File: config.mk
export PLATFORM = sky130hd
export DESIGN_NAME = line_readback_tx_flat
export DESIGN_NICKNAME = d
export VERILOG_FILES = /design/src/rtl/line_readback_tx_pkg.sv /design/src/rtl/line_readback_tx_if.sv /design/src/rtl/line_readback_tx_uart_tx.sv /design/src/rtl/line_readback_tx.sv /design/src/flat_wrapper.sv
export SDC_FILE = /design/constraint.sdc
export NUM_CORES = 1
export LEC_CHECK = 0
export BUFFER_PORTS_ARGS = -buffer_cell sky130_fd_sc_hd__buf_2
export CAP_MARGIN = 15
export CORE_UTILIZATION = 35
export DETAILED_ROUTE_END_ITERATION = 16
export PLACE_DENSITY = 0.56
export SLEW_MARGIN = 15
export SYNTH_ARGS = -nofsm -noshare
export SYNTH_HDL_FRONTEND = slang
export SYNTH_SLANG_ARGS = --single-unit
File: constraint.sdc
create_clock -name clk_in -period 4.2 [get_ports clk_in]
set_input_delay 0.42 -clock clk_in [delete_from_list [all_inputs] [get_ports clk_in]]
set_output_delay 0.42 -clock clk_in [all_outputs]
set_load 0.01 [all_outputs]
File: src/rtl/line_readback_tx_pkg.sv
// Shared constants, (row,col) line-address mapping and FSM states for the line readback path.
// The ST_CKSUM state exists only when LINE_READBACK_CHECKSUM_EN is defined.
package line_readback_tx_pkg;

  localparam logic [7:0] READBACK_HEADER = 8'h6C;
  localparam int         BYTES_PER_LINE  = 128;
  localparam logic [6:0] LAST_COL        = 7'(BYTES_PER_LINE - 1);

  // Same mapping as the line-write path, so readback matches writes byte-for-byte.
  function automatic logic [11:0] line_addr(input logic [4:0] row, input logic [6:0] col);
    return {row, ~col[6:1], col[0]};
  endfunction

  typedef enum logic [2:0] {
    ST_IDLE,
    ST_HDR,
    ST_ROW,
    ST_DATA,
`ifdef LINE_READBACK_CHECKSUM_EN
    ST_CKSUM,
`endif
    ST_FIN
  } state_e;

endpackage

File: src/rtl/line_readback_tx_if.sv
// Request, framebuffer read port and UART line of the readback transmitter.
// slave = transmitter side, master = requester / RAM side.
interface line_readback_tx_if;
  logic        start;
  logic [4:0]  row;
  logic [7:0]  ram_data_in;
  logic [11:0] ram_address;
  logic        ram_read_enable;
  logic        uart_tx;
  logic        busy;
  logic        done;
  logic [7:0]  bytes_sent;

  modport slave (
    input  start, row, ram_data_in,
    output ram_address, ram_read_enable, uart_tx, busy, done, bytes_sent
  );

  modport master (
    output start, row, ram_data_in,
    input  ram_address, ram_read_enable, uart_tx, busy, done, bytes_sent
  );
endinterface

File: src/rtl/line_readback_tx_uart_tx.sv
// Byte serialiser: start bit, 8 data bits LSB first, stop bit, UART_CLK_TICKS_PER_BIT clocks each.
// i_send is sampled when idle and on the last stop-bit clock, so queued bytes go out back-to-back.
module uart_tx #(
  parameter int UART_CLK_TICKS_PER_BIT = 9,
  parameter int UART_CLK_TICKS_WIDTH   = 4
) (
  input  logic       clk_in,
  input  logic       reset,
  input  logic [7:0] i_data,
  input  logic       i_send,
  output logic       o_tx,
  output logic       o_busy,
  output logic       o_stop_bit
);
  localparam logic [UART_CLK_TICKS_WIDTH-1:0] TICK_LAST =
    UART_CLK_TICKS_WIDTH'(UART_CLK_TICKS_PER_BIT - 1);
  localparam logic [3:0] BIT_STOP = 4'd9;

  logic                            tx_q, tx_d;
  logic                            busy_q, busy_d;
  logic [3:0]                      bit_q, bit_d;
  logic [UART_CLK_TICKS_WIDTH-1:0] tick_q, tick_d;
  logic [7:0]                      shift_q, shift_d;

  always_comb begin
    tx_d    = tx_q;
    busy_d  = busy_q;
    bit_d   = bit_q;
    tick_d  = tick_q;
    shift_d = shift_q;
    if (!busy_q || (tick_q == TICK_LAST && bit_q == BIT_STOP)) begin
      tick_d = '0;
      if (i_send) begin
        busy_d  = 1'b1;
        tx_d    = 1'b0;
        bit_d   = 4'd0;
        shift_d = i_data;
      end else begin
        busy_d = 1'b0;
        tx_d   = 1'b1;
      end
    end else if (tick_q == TICK_LAST) begin
      tick_d = '0;
      bit_d  = bit_q + 4'd1;
      if (bit_q == 4'd8) begin
        tx_d = 1'b1;
      end else begin
        tx_d    = shift_q[0];
        shift_d = {1'b0, shift_q[7:1]};
      end
    end else begin
      tick_d = tick_q + 1'b1;
    end
  end

  always_ff @(posedge clk_in or negedge reset) begin
    if (!reset) begin
      tx_q    <= 1'b1;
      busy_q  <= 1'b0;
      bit_q   <= 4'd0;
      tick_q  <= '0;
      shift_q <= 8'h00;
    end else begin
      tx_q    <= tx_d;
      busy_q  <= busy_d;
      bit_q   <= bit_d;
      tick_q  <= tick_d;
      shift_q <= shift_d;
    end
  end

  assign o_tx       = tx_q;
  assign o_busy     = busy_q;
  assign o_stop_bit = busy_q && (bit_q == BIT_STOP);
endmodule

File: src/rtl/line_readback_tx.sv
// Reads one 128-byte framebuffer line and sends 'l', row, data (col 127..0) over UART; busy while sending.
// LINE_READBACK_CHECKSUM_EN appends a mod-256 sum of row and data bytes; start is ignored while busy.
module line_readback_tx
  import line_readback_tx_pkg::*;
#(
  parameter int UART_CLK_TICKS_PER_BIT = 9,
  parameter int UART_CLK_TICKS_WIDTH   = 4
) (
  input  logic               clk_in,
  input  logic               reset,
  line_readback_tx_if.slave  bus
);
  state_e     state_q, state_d;
  logic [4:0] row_q, row_d;
  logic [6:0] col_q, col_d;
  logic [7:0] data_q, data_d;
  logic       send_q, send_d;
  logic       cap_q, cap_d;
  logic       last_q, last_d;
  logic       done_q, done_d;
  logic       busy_q, busy_d;
  logic [7:0] sent_q, sent_d;
  logic       stop_prev_q, stop_prev_d;
`ifdef LINE_READBACK_CHECKSUM_EN
  logic [7:0] sum_q, sum_d;
`endif
  logic       uart_busy, uart_stop, stop_rise, rd_en;

  uart_tx #(
    .UART_CLK_TICKS_PER_BIT(UART_CLK_TICKS_PER_BIT),
    .UART_CLK_TICKS_WIDTH  (UART_CLK_TICKS_WIDTH)
  ) u_uart_tx (
    .clk_in    (clk_in),
    .reset     (reset),
    .i_data    (data_q),
    .i_send    (send_q),
    .o_tx      (bus.uart_tx),
    .o_busy    (uart_busy),
    .o_stop_bit(uart_stop)
  );

  always_comb begin
    state_d     = state_q;
    row_d       = row_q;
    col_d       = col_q;
    data_d      = data_q;
    send_d      = send_q;
    last_d      = last_q;
    busy_d      = busy_q;
    sent_d      = sent_q;
    done_d      = 1'b0;
    stop_prev_d = uart_stop;
`ifdef LINE_READBACK_CHECKSUM_EN
    sum_d       = sum_q;
`endif
    // The next byte is decided on the first stop-bit clock of the current one.
    stop_rise = uart_stop && !stop_prev_q;
    rd_en     = stop_rise && ((state_q == ST_ROW) || (state_q == ST_DATA && !last_q));
    cap_d     = rd_en;
    case (state_q)
      ST_IDLE: if (bus.start) begin
        state_d = ST_HDR;
        row_d   = bus.row;
        col_d   = LAST_COL;
        last_d  = 1'b0;
        data_d  = READBACK_HEADER;
        send_d  = 1'b1;
        busy_d  = 1'b1;
      end
      ST_HDR: if (stop_rise) begin
        state_d = ST_ROW;
        data_d  = {3'b000, row_q};
`ifdef LINE_READBACK_CHECKSUM_EN
        sum_d   = {3'b000, row_q};
`endif
      end
      ST_ROW: if (stop_rise) state_d = ST_DATA;
      ST_DATA: begin
        if (cap_q) begin
          data_d = bus.ram_data_in;
`ifdef LINE_READBACK_CHECKSUM_EN
          sum_d  = sum_q + bus.ram_data_in;
`endif
          if (col_q == 7'd0) last_d = 1'b1;
          else               col_d  = col_q - 7'd1;
        end
        if (stop_rise && last_q) begin
`ifdef LINE_READBACK_CHECKSUM_EN
          state_d = ST_CKSUM;
          data_d  = sum_q;
`else
          send_d  = 1'b0;
`endif
        end
      end
`ifdef LINE_READBACK_CHECKSUM_EN
      ST_CKSUM: if (stop_rise) send_d = 1'b0;
`endif
      ST_FIN:  state_d = ST_IDLE;
      default: state_d = ST_IDLE;
    endcase
    // Serialiser went idle with nothing queued: the final stop bit has completed.
    if (state_q != ST_IDLE && state_q != ST_FIN && !send_q && !uart_busy) begin
      state_d = ST_FIN;
      done_d  = 1'b1;
      busy_d  = 1'b0;
      sent_d  = sent_q + 8'd1;
    end
  end

  always_ff @(posedge clk_in or negedge reset) begin
    if (!reset) begin
      state_q     <= ST_IDLE;
      row_q       <= 5'd0;
      col_q       <= LAST_COL;
      data_q      <= 8'h00;
      send_q      <= 1'b0;
      cap_q       <= 1'b0;
      last_q      <= 1'b0;
      done_q      <= 1'b0;
      busy_q      <= 1'b0;
      sent_q      <= 8'd0;
      stop_prev_q <= 1'b0;
`ifdef LINE_READBACK_CHECKSUM_EN
      sum_q       <= 8'h00;
`endif
    end else begin
      state_q     <= state_d;
      row_q       <= row_d;
      col_q       <= col_d;
      data_q      <= data_d;
      send_q      <= send_d;
      cap_q       <= cap_d;
      last_q      <= last_d;
      done_q      <= done_d;
      busy_q      <= busy_d;
      sent_q      <= sent_d;
      stop_prev_q <= stop_prev_d;
`ifdef LINE_READBACK_CHECKSUM_EN
      sum_q       <= sum_d;
`endif
    end
  end

  assign bus.ram_read_enable = rd_en;
  assign bus.ram_address     = rd_en ? line_addr(row_q, col_q) : 12'h000;
  assign bus.busy            = busy_q;
  assign bus.done            = done_q;
  assign bus.bytes_sent      = sent_q;
endmodule

File: src/flat_wrapper.sv
// flat-port wrapper written by rule: the top's interface ports become plain ports
module line_readback_tx_flat import line_readback_tx_pkg::*;
#(
  parameter int UART_CLK_TICKS_PER_BIT = 9,
  parameter int UART_CLK_TICKS_WIDTH   = 4
)
  (clk_in, reset, bus_start, bus_row, bus_ram_data_in, bus_ram_address, bus_ram_read_enable, bus_uart_tx, bus_busy, bus_done, bus_bytes_sent);
  line_readback_tx_if bus_i ();
  input  logic clk_in;
  input  logic reset;
  input wire logic [$bits(bus_i.start)-1:0] bus_start;
  input wire logic [$bits(bus_i.row)-1:0] bus_row;
  input wire logic [$bits(bus_i.ram_data_in)-1:0] bus_ram_data_in;
  output wire logic [$bits(bus_i.ram_address)-1:0] bus_ram_address;
  output wire logic [$bits(bus_i.ram_read_enable)-1:0] bus_ram_read_enable;
  output wire logic [$bits(bus_i.uart_tx)-1:0] bus_uart_tx;
  output wire logic [$bits(bus_i.busy)-1:0] bus_busy;
  output wire logic [$bits(bus_i.done)-1:0] bus_done;
  output wire logic [$bits(bus_i.bytes_sent)-1:0] bus_bytes_sent;
  assign bus_i.start = bus_start;
  assign bus_i.row = bus_row;
  assign bus_i.ram_data_in = bus_ram_data_in;
  assign bus_ram_address = bus_i.ram_address;
  assign bus_ram_read_enable = bus_i.ram_read_enable;
  assign bus_uart_tx = bus_i.uart_tx;
  assign bus_busy = bus_i.busy;
  assign bus_done = bus_i.done;
  assign bus_bytes_sent = bus_i.bytes_sent;
  line_readback_tx #(.UART_CLK_TICKS_PER_BIT(UART_CLK_TICKS_PER_BIT), .UART_CLK_TICKS_WIDTH(UART_CLK_TICKS_WIDTH)) u_core (.clk_in(clk_in), .reset(reset), .bus(bus_i));
endmodule
==> impl_metrics.ini <==
[placed_design]
port_buffers = 39
place_congestion = 0.761
dpl_worst_slack_ns = 1.71
detailed_place.area_um2 = 3050
place_hpwl_um = 3820
dp.cells = 381

[route]
via_count = 1942
dr_wl_met3_um = 109
postRouteAntennaNets = 0
drt_iter0_drc = 116
viasPerCell = 4.99
first_pass_iters = 8
route.met2.wl_um = 2540
topRoutingLayerUsed = met4
drc = 0
routed_wl_um = 5440
wl_met1_um = 2740
wl_per_cell_um = 14.0

[outcome]
outcome = finished clean

[global_routing]
grt-ovfl-total = 0
grt_pass1_wl_um = 9290
grt_start_max_net_pins = 56
global_route.usage.total_pct = 14.1
first_global_vias = 1877
initial_antenna_violation_count = 0

[synthesis]
synth_largest_area_cell = sky130_fd_sc_hd__dfrtp_1
postSynthCellCount = 250
yosys_most_used_dff = sky130_fd_sc_hd__dfrtp_1
synth-edff-count = 0
synthArstFlopShare_pct = 100
synth_commonest_cells = 47 x sky130_fd_sc_hd__dfrtp_1, 20 x sky130_fd_sc_hd__nor2_1, 19 x sky130_fd_sc_hd__mux2_2
synth.cell_area_um2 = 2770
ys_seq_area_share_pct = 50.1
synth.ff_latch_count = 55
ys_warn_count = 0
synth_top_area_share_pct = 42.5
synth_area_leaders = sky130_fd_sc_hd__dfrtp_1 43%, sky130_fd_sc_hd__mux2_2 7.7%, sky130_fd_sc_hd__dfstp_2 7.6%
synthDistinctLibCells = 53
syn_avg_cell_area_um2 = 11.1
synth_fp_nets = 274
synth.most_common_cell = sky130_fd_sc_hd__dfrtp_1

[setup_path]
crit_path_end_kind = output pin
critical_path_arrival_ns = 2.40
critical_path.startpoint_type = flop
crit_fanout = 8
setup.worst_path.class = flop to output pin
worst_ep_required_time_ns = 3.78

[sta]
setup_repair_after_global_routing_missed_its_margin = false
setup_tns_ns = 0
final_min_period_over_clock_period_pct = 67.1
final_hold_violation_count = 0
worst_pin_slew_ns = 0.886
timing.fmax_mhz = 355
final_max_slew_viol_count = 0
setup_ws_ns = 1.38
setup_viol_count_final = 0
slew_headroom_pct = 40.5
worst_clock_skew_ns = 0.00617
fin_crit_ns = 2.82

[die]
io_pins = 40
floorplan.die_area_um2 = 8260
placeableCoreArea_um2 = 7690
placement_rows = 32
chipWidth_um = 90.9
floorplan.initialDensity_pct = 36.0
die_h_um = 90.9

[cts]
cts_setup_buffers = 0
clock_sinks = 55
clock_insertion_delay_worst_skew_ns = 0.31
tritoncts.num_buffers = 5
htreeDepth = 2
cts-resized-gates = 0
ctsRootBufferMaster = sky130_fd_sc_hd__clkbuf_8
worst_setup_hold_path_clk_slew_ns = 0.10
cts-hold-fix-buffers = 0
cts_tree = built
clk_path_buf_depth = 2

[power]
static-leakage-power_uw = 0.00151
max-vdd-ir-drop_v = 0.000199
p_switching_uw = 361
power.clock.fraction_pct = 25.1
p_seq_share_pct = 54.8
power_per_cell_area_nw_per_um2 = 408
power.combinational.fraction_pct = 20.1
net_switching_share_of_the_total_power_pct = 28.1
internal_power_uw = 924

[cells_and_area]
fraction_of_final_layout_cells_with_drive_strength_greater_than_1_pct = 28.9
antenna_diode_count = 0
area_taken_by_multi_input_logic_gates_um2 = 1280
seq_area_um2 = 1390
final_net_count = 310
nFillCells = 767
post-route-cell-area_um2 = 3150
final_non_filler_cells = 389
area_growth_syn_to_layout_pct = 13.8

[hold_path]
holdCritPathClass = input port to asynchronous set/reset pin

[job]
maxCapViolations = 0
==> critical path, cell delays in order, from the launching register on <==
cell                       delay, ns
sky130_fd_sc_hd__dfrtp_1        0.42
sky130_fd_sc_hd__inv_1          0.11
sky130_fd_sc_hd__ha_1           0.23
sky130_fd_sc_hd__nand3b_4       0.12
sky130_fd_sc_hd__nor2_1         0.28
sky130_fd_sc_hd__nand3_1        0.34
sky130_fd_sc_hd__inv_1          0.31
sky130_fd_sc_hd__and2_1         0.16
sky130_fd_sc_hd__buf_2          0.12
==> cell type report <==
class                   instances  area share (%)
clock inverters                 1           0.238
flip-flops and latches         55            44.0
multi-input cells             170            40.5
inverters                      14            1.67
clock buffers                   7            3.06
repair buffers                 40            6.44
well taps                     102            4.05
==> cell usage in the layout (no fill, tap or decap), drive strengths merged, types with 4 or more instances in the layout <==
master and count:
a21oi 8, a2bb2oi 4, and2 8, buf 40, clkbuf 7, dfrtp 47
dfstp 8, ha 8, inv 14, mux2 21, mux2i 9, nand2 9
nand2b 5, nand3 11, nor2 20, nor3 7, o21ai 10, xnor2 6
==> cells by family after synthesis <==
family,after synthesis,synth area share (%)
XOR/XNOR,8,2.53
adder cells (fa/ha/maj),8,3.62
buffers and inverters,25,3.75
AND/OR/NAND/NOR,80,16.6
multiplexers,30,11.8
flip-flops,55,50.1
AO/OA/AOI/OAI,44,11.6
==> power by group through the flow <==
stage	sequential [µW]	combinational, µW	clock, µW
3_5_place_dp	712	265	0
6_report	703	259	323
3_3_place_gp	711	258	0
2_1_floorplan	692	209	0
4_1_cts	704	264	335
5_1_grt	720	298	351
==> per-stage QoR <==
step	utilization (%)	hold WS [ns]	power [µW]
global route	41.0	0.292	1370
finish	41.0	0.233	1280
floorplan	-	0.124	901
detailed placement	39.6	0.475	977
global placement	39.6	0.456	969
CTS	41.0	0.258	1300
==> worst paths after layout <==
kind	from	to	slack [ns]	cells past startpoint
worst max-delay path	u_core.u_uart_tx.bit_q[1]	bus_ram_address[10]	1.38	8
worst min-delay path	reset	u_core.u_uart_tx.tick_q[0]	0.23	2
worst max register to register	u_core.u_uart_tx.bit_q[1]	u_core.u_uart_tx.shift_q[0]	1.81	6
worst min register to register	u_core.bus.bytes_sent[7]	u_core.bus.bytes_sent[7]	0.48	1
max in group asynchronous	reset	u_core.cap_q	3.51	2
min in group clk_in	bus_row[2]	u_core.row_q[2]	0.34	2
==> state kept, by name (all words and copies together), names as in the netlist, 3 cells and up <==
name                      count
u_core.bus.bytes_sent         8
u_core.col_q                  7
u_core.data_q                 8
u_core.row_q                  5
u_core.state_q                3
u_core.u_uart_tx.bit_q        4
u_core.u_uart_tx.shift_q      8
u_core.u_uart_tx.tick_q       4
==> routing by layer <==
metal  up-vias  global-route usage [%]
li1        962                       -
met1       952                    20.1
met2        23                    21.5
met3         5                    2.10
met4         0                    5.69
met5         -                       0
Power figures use the tool's default switching activity.
